==> config.mk <==
export PLATFORM = sky130hd
export DESIGN_NAME = wimax_tx_ctrl
export DESIGN_NICKNAME = d
export VERILOG_FILES = /design/src/rtl/wimax_pkg.sv /design/src/rtl/wimax_tx_ctrl.sv
export SDC_FILE = /design/constraint.sdc
export NUM_CORES = 1
export LEC_CHECK = 0
export CORE_MARGIN = 2
export CORE_UTILIZATION = 35
export DETAILED_ROUTE_END_ITERATION = 6
export GPL_TIMING_DRIVEN = 0
export PLACE_DENSITY_LB_ADDON = 0.25
export SLEW_MARGIN = 40
export SYNTH_ARGS = -nofsm -noshare
export SYNTH_HDL_FRONTEND = slang
export SYNTH_SLANG_ARGS = --single-unit
==> constraint.sdc <==
create_clock -name clk -period 1.9 [get_ports clk]
set_clock_uncertainty 0.1 [all_clocks]
set_input_delay 0.19 -clock clk [delete_from_list [all_inputs] [get_ports clk]]
set_output_delay 0.19 -clock clk [all_outputs]
set_load 0.03 [all_outputs]
==> src/rtl/wimax_pkg.sv <==
// Shared WiMAX PHY transmit constants and types for the burst sequencer and randomizer.
package wimax_pkg;

    localparam int BLOCK_BITS = 96;
    localparam int MAX_BLOCKS = 16;

    typedef enum logic [2:0] {
        IDLE,
        LOAD,
        RUN,
        DRAIN,
        DONE
    } tx_ctrl_state_t;

    typedef struct packed {
        logic block_last;
        logic burst_last;
    } beat_flags_t;

endpackage

==> src/rtl/wimax_tx_ctrl.sv <==
// Burst sequencer: seeds the randomizer once per burst and turns its output into a valid/ready stream.
// Optional abort input is built when WIMAX_TX_CTRL_ABORT_EN is defined.
module wimax_tx_ctrl #(
    parameter int BLOCK_BITS = wimax_pkg::BLOCK_BITS,
    parameter int MAX_BLOCKS = wimax_pkg::MAX_BLOCKS
) (
    input  logic                              clk,
    input  logic                              rst_n,
    input  logic                              start,
    input  logic [$clog2(MAX_BLOCKS+1)-1:0]   num_blocks,
    output logic                              busy,
    output logic                              done,
    input  logic                              src_valid,
    output logic                              src_ready,
    output logic                              prbs_load,
    output logic                              prbs_en,
    output logic                              prbs_i_valid,
    input  logic                              prbs_o_data,
    output logic                              fec_valid,
    output logic                              fec_data,
    output logic                              fec_block_last,
    output logic                              fec_burst_last,
    input  logic                              fec_ready
`ifdef WIMAX_TX_CTRL_ABORT_EN
    ,
    input  logic                              abort
`endif
);
    import wimax_pkg::*;

    localparam int NB_W  = $clog2(MAX_BLOCKS+1);
    localparam int BIT_W = $clog2(BLOCK_BITS);
    localparam logic [NB_W-1:0]  MAX_NB   = NB_W'(MAX_BLOCKS);
    localparam logic [BIT_W-1:0] LAST_BIT = BIT_W'(BLOCK_BITS-1);

    tx_ctrl_state_t    state;
    logic [BIT_W-1:0]  bit_cnt;
    logic [NB_W-1:0]   blk_cnt;
    logic [NB_W-1:0]   nblk;
    beat_flags_t       flags;
    logic              accept;
    logic              last_bit;
    logic              last_blk;
    logic              abort_hit;

`ifdef WIMAX_TX_CTRL_ABORT_EN
    assign abort_hit = abort & ((state == LOAD) | (state == RUN) | (state == DRAIN));
`else
    assign abort_hit = 1'b0;
`endif

    // A stalled beat blocks the randomizer so its held o_data stays aligned with the beat.
    assign src_ready    = (state == RUN) & (~fec_valid | fec_ready) & ~abort_hit;
    assign prbs_en      = src_ready;
    assign accept       = src_valid & src_ready;
    assign prbs_i_valid = accept;

    assign last_bit = (bit_cnt == LAST_BIT);
    assign last_blk = (blk_cnt == nblk - NB_W'(1));

    assign fec_data       = prbs_o_data;
    assign fec_block_last = flags.block_last;
    assign fec_burst_last = flags.burst_last;

    // done is registered from DONE, so it lands one cycle after the state is entered.
    always_ff @(posedge clk or negedge rst_n) begin
        if (!rst_n) begin
            state     <= IDLE;
            busy      <= 1'b0;
            done      <= 1'b0;
            prbs_load <= 1'b0;
            nblk      <= '0;
        end else begin
            done      <= (state == DONE);
            prbs_load <= 1'b0;
            if (abort_hit) begin
                state <= DONE;
                busy  <= 1'b1;
            end else begin
                case (state)
                    IDLE: begin
                        if (start) begin
                            nblk <= (num_blocks > MAX_NB) ? MAX_NB : num_blocks;
                            busy <= 1'b1;
                            if (num_blocks == '0) begin
                                state <= DONE;
                            end else begin
                                state     <= LOAD;
                                prbs_load <= 1'b1;
                            end
                        end
                    end
                    LOAD:  state <= RUN;
                    RUN:   if (accept && last_bit && last_blk) state <= DRAIN;
                    DRAIN: if (!fec_valid || fec_ready) state <= DONE;
                    DONE: begin
                        state <= IDLE;
                        busy  <= 1'b0;
                    end
                    default: begin
                        state <= IDLE;
                        busy  <= 1'b0;
                    end
                endcase
            end
        end
    end

    always_ff @(posedge clk or negedge rst_n) begin
        if (!rst_n) begin
            bit_cnt <= '0;
            blk_cnt <= '0;
        end else if (state == LOAD || abort_hit) begin
            bit_cnt <= '0;
            blk_cnt <= '0;
        end else if (accept) begin
            if (last_bit) begin
                bit_cnt <= '0;
                blk_cnt <= blk_cnt + NB_W'(1);
            end else begin
                bit_cnt <= bit_cnt + BIT_W'(1);
            end
        end
    end

    always_ff @(posedge clk or negedge rst_n) begin
        if (!rst_n) begin
            fec_valid <= 1'b0;
            flags     <= '0;
        end else if (abort_hit) begin
            fec_valid <= 1'b0;
        end else if (accept) begin
            fec_valid        <= 1'b1;
            flags.block_last <= last_bit;
            flags.burst_last <= last_bit & last_blk;
        end else if (fec_ready) begin
            fec_valid <= 1'b0;
        end
    end

endmodule
# ---- After elaboration in Yosys (flattened, before gate mapping)
# Cells that the tools add are included.
dict set report word_totals {
  register_bits 26
  inputBits 11
  output_inout_bits 10
  wordCells 62
}
dict set report op_classes {
  add_sub_neg 3
  n_lt_le_gt_ge 1
  n_eq_ne 9
  muxes 19
  n_bitwise 6
  reduce_logical 14
}
# operator count
set ops {}
lappend ops {{$mux 7} 3}
lappend ops {{$mux 5} 4}
lappend ops {{$mux 3} 4}
lappend ops {{$pmux 3 s4} 1}
lappend ops {{$add 7x1->7 const B} 1}
lappend ops {{$eq 7x7->1 const B} 1}
lappend ops {{$eq 3x2->1 const B} 2}
lappend ops {{$mux 1} 6}
lappend ops {{$reduce_and 2->1} 3}
lappend ops {{$reduce_bool 2->1} 3}
lappend ops {{$add 5x1->5 const B} 1}
lappend ops {{$eq 5x5->1} 1}
lappend ops {{$gt 5x5->1 const B} 1}
lappend ops {{$logic_not 5->1} 1}
lappend ops {{$sub 5x1->5 const B} 1}
lappend ops {{$ne 2x2->1 const B} 2}
lappend ops {{$and 1x1->1} 3}
lappend ops {{$eq 3x1->1 const B} 1}
lappend ops {{$eq 3x3->1 const B} 1}
lappend ops {{$logic_not 3->1} 1}
lappend ops {{$reduce_and 3->1} 1}
lappend ops {{$reduce_or 3->1} 1}
lappend ops {{$logic_and 1x1->1} 2}
lappend ops {{$ne 2x1->1 const B} 1}
lappend ops {{5 further kinds} 6}

# ---- Depth between registers and ports, before layout
# Gate-level depths: netlist (run 1).
dict set report depth {
  depth_word 8
  depth_mapped 6
  depth_no_buf 6
}

# ---- Worst setup path after synthesis (run 1)
# Ideal clock, no wire load.
dict set report synth_timing {
  path_type {flip-flop to flip-flop}
  from {register fec_valid}
  to {register blk_cnt[3]}
  setup_ps 125
  arrival_ps 1712
  required_time_ps 1675
  slack_ps -37
  stages_incl_launch_ff 5
  path_buffers 0
  period_less_slack_ps 1937
  cell_sequence {dfrtp_1 -> and2b_2 -> nor4_4 -> nand4_2 -> mux2_4}
}
dict set report synth_via {
  elab_chain_len 6
}
# element line
set synth_rtl {}
lappend synth_rtl {{start: declaration} wimax_tx_ctrl.sv:19} ;# output logic fec_valid,
lappend synth_rtl {{start signal: assignment} wimax_tx_ctrl.sv:128} ;# fec_valid <= 1'b0;
lappend synth_rtl {{start signal: assignment} wimax_tx_ctrl.sv:131} ;# fec_valid <= 1'b0;
lappend synth_rtl {{start signal: assignment} wimax_tx_ctrl.sv:133} ;# fec_valid <= 1'b1;
lappend synth_rtl {{$not 1->1} wimax_tx_ctrl.sv:53} ;# assign src_ready = (state == RUN) & (~fec_valid | fec_ready) & ~abort_hit;
lappend synth_rtl {{$or 1x1->1} wimax_tx_ctrl.sv:53}
lappend synth_rtl {{$and 1x1->1} wimax_tx_ctrl.sv:53}
lappend synth_rtl {{$and 1x1->1} wimax_tx_ctrl.sv:55} ;# assign accept = src_valid & src_ready;
lappend synth_rtl {{$reduce_bool 2->1 (no line)} -}
lappend synth_rtl {{$reduce_and 2->1 (no line)} -}
lappend synth_rtl {{end signal: assignment} wimax_tx_ctrl.sv:119} ;# blk_cnt <= blk_cnt + NB_W'(1);
lappend synth_rtl {{end: declaration} wimax_tx_ctrl.sv:38} ;# logic [NB_W-1:0] blk_cnt;
# No other way between the ends.
# A chain may end at the register's enable or synchronous reset.

# ---- Worst setup path after layout (run 1)
dict set report layout_timing {
  from {register state[2]}
  to {register blk_cnt[3]}
}
dict set report layout_via {
  elab_chain_len 5
  word_cells_on_any_way 8
  classes_between {eq/ne: 2; mux: 1; bitwise: 2; reduce/logical: 3}
}
# element line
set layout_rtl {}
lappend layout_rtl {{start: declaration} wimax_tx_ctrl.sv:36} ;# tx_ctrl_state_t state;
lappend layout_rtl {{start signal: assignment} wimax_tx_ctrl.sv:68} ;# state <= IDLE;
lappend layout_rtl {{start signal: assignment} wimax_tx_ctrl.sv:77} ;# state <= DONE;
lappend layout_rtl {{start signal: assignment} wimax_tx_ctrl.sv:86} ;# state <= DONE;
lappend layout_rtl {{$eq 3x2->1} wimax_tx_ctrl.sv:53}
lappend layout_rtl {{$and 1x1->1} wimax_tx_ctrl.sv:53}
lappend layout_rtl {{$and 1x1->1} wimax_tx_ctrl.sv:55}
lappend layout_rtl {{$reduce_bool 2->1 (no line)} -}
lappend layout_rtl {{$reduce_and 2->1 (no line)} -}
# Parallel ways exist; a longest one is shown, timed or not.

==> results of run 1 <==
[what timing repair did]
item	in CTS	in global routing
pin swaps	1	2
buffers inserted	3	3
endpoints found under the hold margin	26	0
resized for setup	10	4
hold buffers	1	0
endpoints found under the setup margin	13	11
[worst paths after layout]
check / from / end / slack, ns / cells after the start
min: rst_n / bit_cnt[6]$_DFFE_PN0P_ / 0.34 / 2
max in group asynchronous: rst_n / fec_valid$_DFFE_PN0P_ / 0.95 / 2
max: state[2]$_DFFE_PN0P_ / blk_cnt[3]$_DFFE_PN0P_ / 0.07 / 6
max reg2reg: state[2]$_DFFE_PN0P_ / blk_cnt[3]$_DFFE_PN0P_ / 0.07 / 6
min in group clk: fec_block_last$_DFFE_PN0P_ / fec_block_last$_DFFE_PN0P_ / 0.39 / 1
min reg2reg: fec_block_last$_DFFE_PN0P_ / fec_block_last$_DFFE_PN0P_ / 0.39 / 1
[cell families after synthesis]
family | share of synthesized area, %
adder cells (fa/ha/maj) | 2.73
buffers and inverters | 5.18
AO/OA/AOI/OAI | 9.91
flip-flops | 47.3
XOR/XNOR | 5.73
AND/OR/NAND/NOR | 25.1
multiplexers | 4.09
[layer usage]
layer	routed length [um]	part of all wire [%]	GRT usage [%]	vias to the layer above
li1	-	-	-	539
met1	1220	43	18.7	531
met2	1420	51	24.0	19
met3	126	4.5	3.89	4
met4	38	1.4	6.63	0
met5	0	0	0	-
[registers in the layout, indices dropped and copies added (netlist names)]
name and cells:
bit_cnt 7, blk_cnt 5, nblk 5, state 3, busy 1, done 1, fec_block_last 1, fec_burst_last 1
fec_valid 1, prbs_load 1
[stage by stage]
stage	hold slack [ns]	power [W]	setup WS [ns]	area (um^2)	setup TNS (ns)
floorplan	-0.206	0.000824	0.00632	1380	0
global placement	0.372	0.000898	-0.428	1630	-2.38
detailed placement	0.127	0.000918	-0.444	1620	-3.01
CTS	0.356	0.00129	0.0137	1730	0
global route	0.410	0.00140	-0.0332	1750	-0.0332
finish	0.337	0.00131	0.0724	1750	0
[final cells by class]
type	count	area, um^2
plain buffers	7	51.3
clock buffers	4	55.1
fillers	364	1960
inverters	8	30.0
multi-input cells	98	663
flip-flops and latches	26	652
well taps	48	60.1
repair buffers	26	241
[power groups by stage]
| stage | Clock [W] | Combinational [W] | Sequential (W) |
|---|---|---|---|
| 4_1_cts | 0.000372 | 0.000240 | 0.000674 |
| 5_1_grt | 0.000402 | 0.000312 | 0.000682 |
| 3_3_place_gp | 0 | 0.000218 | 0.000680 |
| 2_1_floorplan | 0 | 0.000150 | 0.000674 |
| 6_report | 0.000363 | 0.000276 | 0.000674 |
| 3_5_place_dp | 0 | 0.000234 | 0.000684 |
[layout by cell type (no fill, tap or decap), types with 2 or more instances in the layout]
cell type | synthesis | final
dfrtp_1 | 26 | 25
clkdlybuf4s50_1 | 0 | 15
nor2_1 | 13 | 13
nand2_1 | 10 | 10
inv_1 | 8 | 8
o21ai_0 | 8 | 8
buf_4 | 2 | 7
nand2b_1 | 6 | 6
a21oi_1 | 6 | 6
xor2_1 | 6 | 6
clkbuf_8 | 0 | 5
nand4_1 | 4 | 4
nand3_1 | 4 | 4
clkbuf_1 | 4 | 3
xnor2_1 | 3 | 3
mux2i_1 | 3 | 3
or4_1 | 2 | 2
nand3b_1 | 2 | 2
o31ai_1 | 2 | 2
nor3b_1 | 2 | 2
or3_1 | 2 | 2
nor2b_1 | 2 | 2
ha_1 | 3 | 2
buf_2 | 0 | 2
==> metrics.txt, run 1 <==
# TYPE chip_impl_metric gauge
chip_impl_metric{name="drtIter0Drc",unit=""} 35
chip_impl_metric{name="rows",unit=""} 22
chip_impl_metric{name="postSynthAreaPerCell",unit="um^2"} 9.90
chip_impl_info{name="cp-start-kind",value="flip-flop"} 1
chip_impl_metric{name="die_x",unit="um"} 66.7
chip_impl_metric{name="grt_antenna_before_repair",unit=""} 0
chip_impl_info{name="tritoncts",value="built"} 1
chip_impl_metric{name="worstSkewPairLatency",unit="ns"} 0.27
chip_impl_info{name="synth.most_common_cell",value="dfrtp_1"} 1
chip_impl_metric{name="drt_pass1_iterations",unit=""} 4
chip_impl_metric{name="internal-power",unit="W"} 0.000944
chip_impl_metric{name="largest_vdd_supply_drop",unit="mV"} 0.444
chip_impl_metric{name="cellLeakagePower",unit="nW"} 0.799
chip_impl_metric{name="drv_slew",unit=""} 0
chip_impl_info{name="status",value="finished, final reports clean"} 1
chip_impl_metric{name="ys_warnings",unit=""} 0
chip_impl_metric{name="initial_utilization",unit="%"} 37.0
chip_impl_metric{name="power_switching_share",unit="%"} 28.1
chip_impl_metric{name="crit_fanout",unit=""} 9
chip_impl_info{name="clock_root_buffer",value="clkbuf_8"} 1
chip_impl_metric{name="grt_pass1_wl",unit="um"} 5020
chip_impl_metric{name="crit_arrival",unit="ns"} 1.90
chip_impl_metric{name="first_global_vias",unit=""} 1117
chip_impl_metric{name="path_clk_slew",unit="ns"} 0.09
chip_impl_metric{name="synth_enable_flop_cells",unit=""} 0
chip_impl_info{name="crit_family",value="simple AND/OR/NAND/NOR gates"} 1
chip_impl_metric{name="dr_total_vias",unit=""} 1093
chip_impl_metric{name="final-hold-violation-count",unit=""} 0
chip_impl_metric{name="top_level_ports",unit=""} 21
chip_impl_metric{name="netsw",unit="W"} 0.000369
chip_impl_metric{name="fin_cells",unit=""} 217
chip_impl_metric{name="worst_tran_pin_value",unit="ns"} 0.591
chip_impl_info{name="crit_end_element",value="flip-flop"} 1
chip_impl_metric{name="detail_route.wirelength",unit="um"} 2810
chip_impl_info{name="unrepaired_setup_endpoints_after_global_routing",value="true"} 1
chip_impl_metric{name="layout.core_utilization",unit="%"} 47.2
chip_impl_metric{name="fmaxAchievable",unit="MHz"} 547
chip_impl_metric{name="cpPeakStageDelay",unit="ns"} 0.38
chip_impl_info{name="synth_ff_type",value="dfrtp_1"} 1
chip_impl_info{name="timing_worst_setup_path_type",value="reg2reg"} 1
chip_impl_metric{name="io_buffer_count",unit=""} 19
chip_impl_metric{name="clock_tree.buffer_depth",unit=""} 2
chip_impl_metric{name="placed_wire_length_estimate_after_detailed_placement",unit="um"} 2020
chip_impl_metric{name="drive_gt1_share",unit="%"} 18.3
chip_impl_metric{name="area_delta_synth_final",unit="%"} 27.4
chip_impl_metric{name="die_area",unit="um^2"} 4450
chip_impl_metric{name="antenna_cells_inserted",unit=""} 0
chip_impl_metric{name="yosys.area.top_type_share",unit="%"} 47.3
chip_impl_metric{name="htree_depth",unit=""} 1
chip_impl_metric{name="dr_wl_cell",unit="um"} 12.9
chip_impl_info{name="synthTopCellsByArea",value="dfrtp_1, xor2_1, nor2_1"} 1
chip_impl_metric{name="finalSetupViolations",unit=""} 0
chip_impl_metric{name="max_cap_viol_count",unit=""} 0
chip_impl_metric{name="synth.ff_latch_count",unit=""} 26
chip_impl_metric{name="power_frac_clock",unit="%"} 27.7
chip_impl_metric{name="die_y",unit="um"} 66.7
chip_impl_metric{name="drtAntennaViolNets",unit=""} 0
chip_impl_metric{name="pwr_density_cell",unit="nW/um^2"} 749
chip_impl_metric{name="place_inst",unit=""} 206
chip_impl_metric{name="globalplace.congestion",unit=""} 0.761
chip_impl_info{name="synth.top_cells.by_count",value="dfrtp_1, nor2_1, nand2_1"} 1
chip_impl_metric{name="post_synthesis_instance_total",unit=""} 139
chip_impl_metric{name="cts_made_buffers",unit=""} 3
chip_impl_metric{name="min_period_over_period",unit="%"} 96.2
chip_impl_metric{name="route.detailed.drc",unit=""} 0
chip_impl_metric{name="maximum_number_of_pins_on_one_net_before_global_route_repair",unit=""} 27
chip_impl_metric{name="num-nets-final",unit=""} 184
chip_impl_metric{name="placeableCoreArea",unit="um^2"} 3720
chip_impl_metric{name="min_period",unit="ns"} 1.83
chip_impl_metric{name="cts_num_sinks",unit=""} 26
chip_impl_metric{name="cp_num_buf_inv",unit=""} 2
chip_impl_metric{name="ys_seq_area_share",unit="%"} 47.3
chip_impl_info{name="path_cells",value="buf_6 > or2_4 > nor4_4 > buf_4 > nand4_2 > mux2_4"} 1
chip_impl_info{name="synth_area_leader_cell",value="dfrtp_1"} 1
chip_impl_metric{name="post_drt_via_cell_ratio",unit=""} 5.04
chip_impl_info{name="hold_path_class",value="in2async"} 1
chip_impl_metric{name="comb_power_share",unit="%"} 21.0
chip_impl_metric{name="synth-async-reset-ratio",unit="%"} 100
chip_impl_metric{name="maxSlewHeadroom",unit="%"} 60.6
chip_impl_metric{name="grt_overflow_total",unit=""} 0
chip_impl_metric{name="globalRouteTotalUtil",unit="%"} 14.9
chip_impl_metric{name="synth.lib_cells_used.distinct",unit=""} 42
chip_impl_metric{name="fraction_of_power_consumed_by_sequential_logic",unit="%"} 51.3
chip_impl_metric{name="required",unit="ns"} 1.97
chip_impl_metric{name="syn_nets",unit=""} 153
chip_impl_metric{name="synthesis.area",unit="um^2"} 1380
chip_impl_info{name="crit_path_max_delay_cell_type",value="dfrtp_1"} 1
(Power assumes the default switching activity.)
==> run 2, diff against run 1 <==
--- a/config.mk
+++ b/config.mk
@@ -9,6 +9,7 @@
 export CORE_UTILIZATION = 35
 export DETAILED_ROUTE_END_ITERATION = 6
 export GPL_TIMING_DRIVEN = 0
+export HOLD_SLACK_MARGIN = 0.06
 export PLACE_DENSITY_LB_ADDON = 0.25
 export SLEW_MARGIN = 40
 export SYNTH_ARGS = -nofsm -noshare
==> results of run 2 <==
Same layout as run 1: the final DEF is identical, and so are final timing and power.
==> run 3, diff against run 2 <==
--- a/config.mk
+++ b/config.mk
@@ -7,6 +7,7 @@
 export LEC_CHECK = 0
 export CORE_MARGIN = 2
 export CORE_UTILIZATION = 35
+export CTS_CLUSTER_SIZE = 8
 export DETAILED_ROUTE_END_ITERATION = 6
 export GPL_TIMING_DRIVEN = 0
 export HOLD_SLACK_MARGIN = 0.06
==> results of run 3 <==
Same layout as run 1: the final DEF is identical, and so are final timing and power.
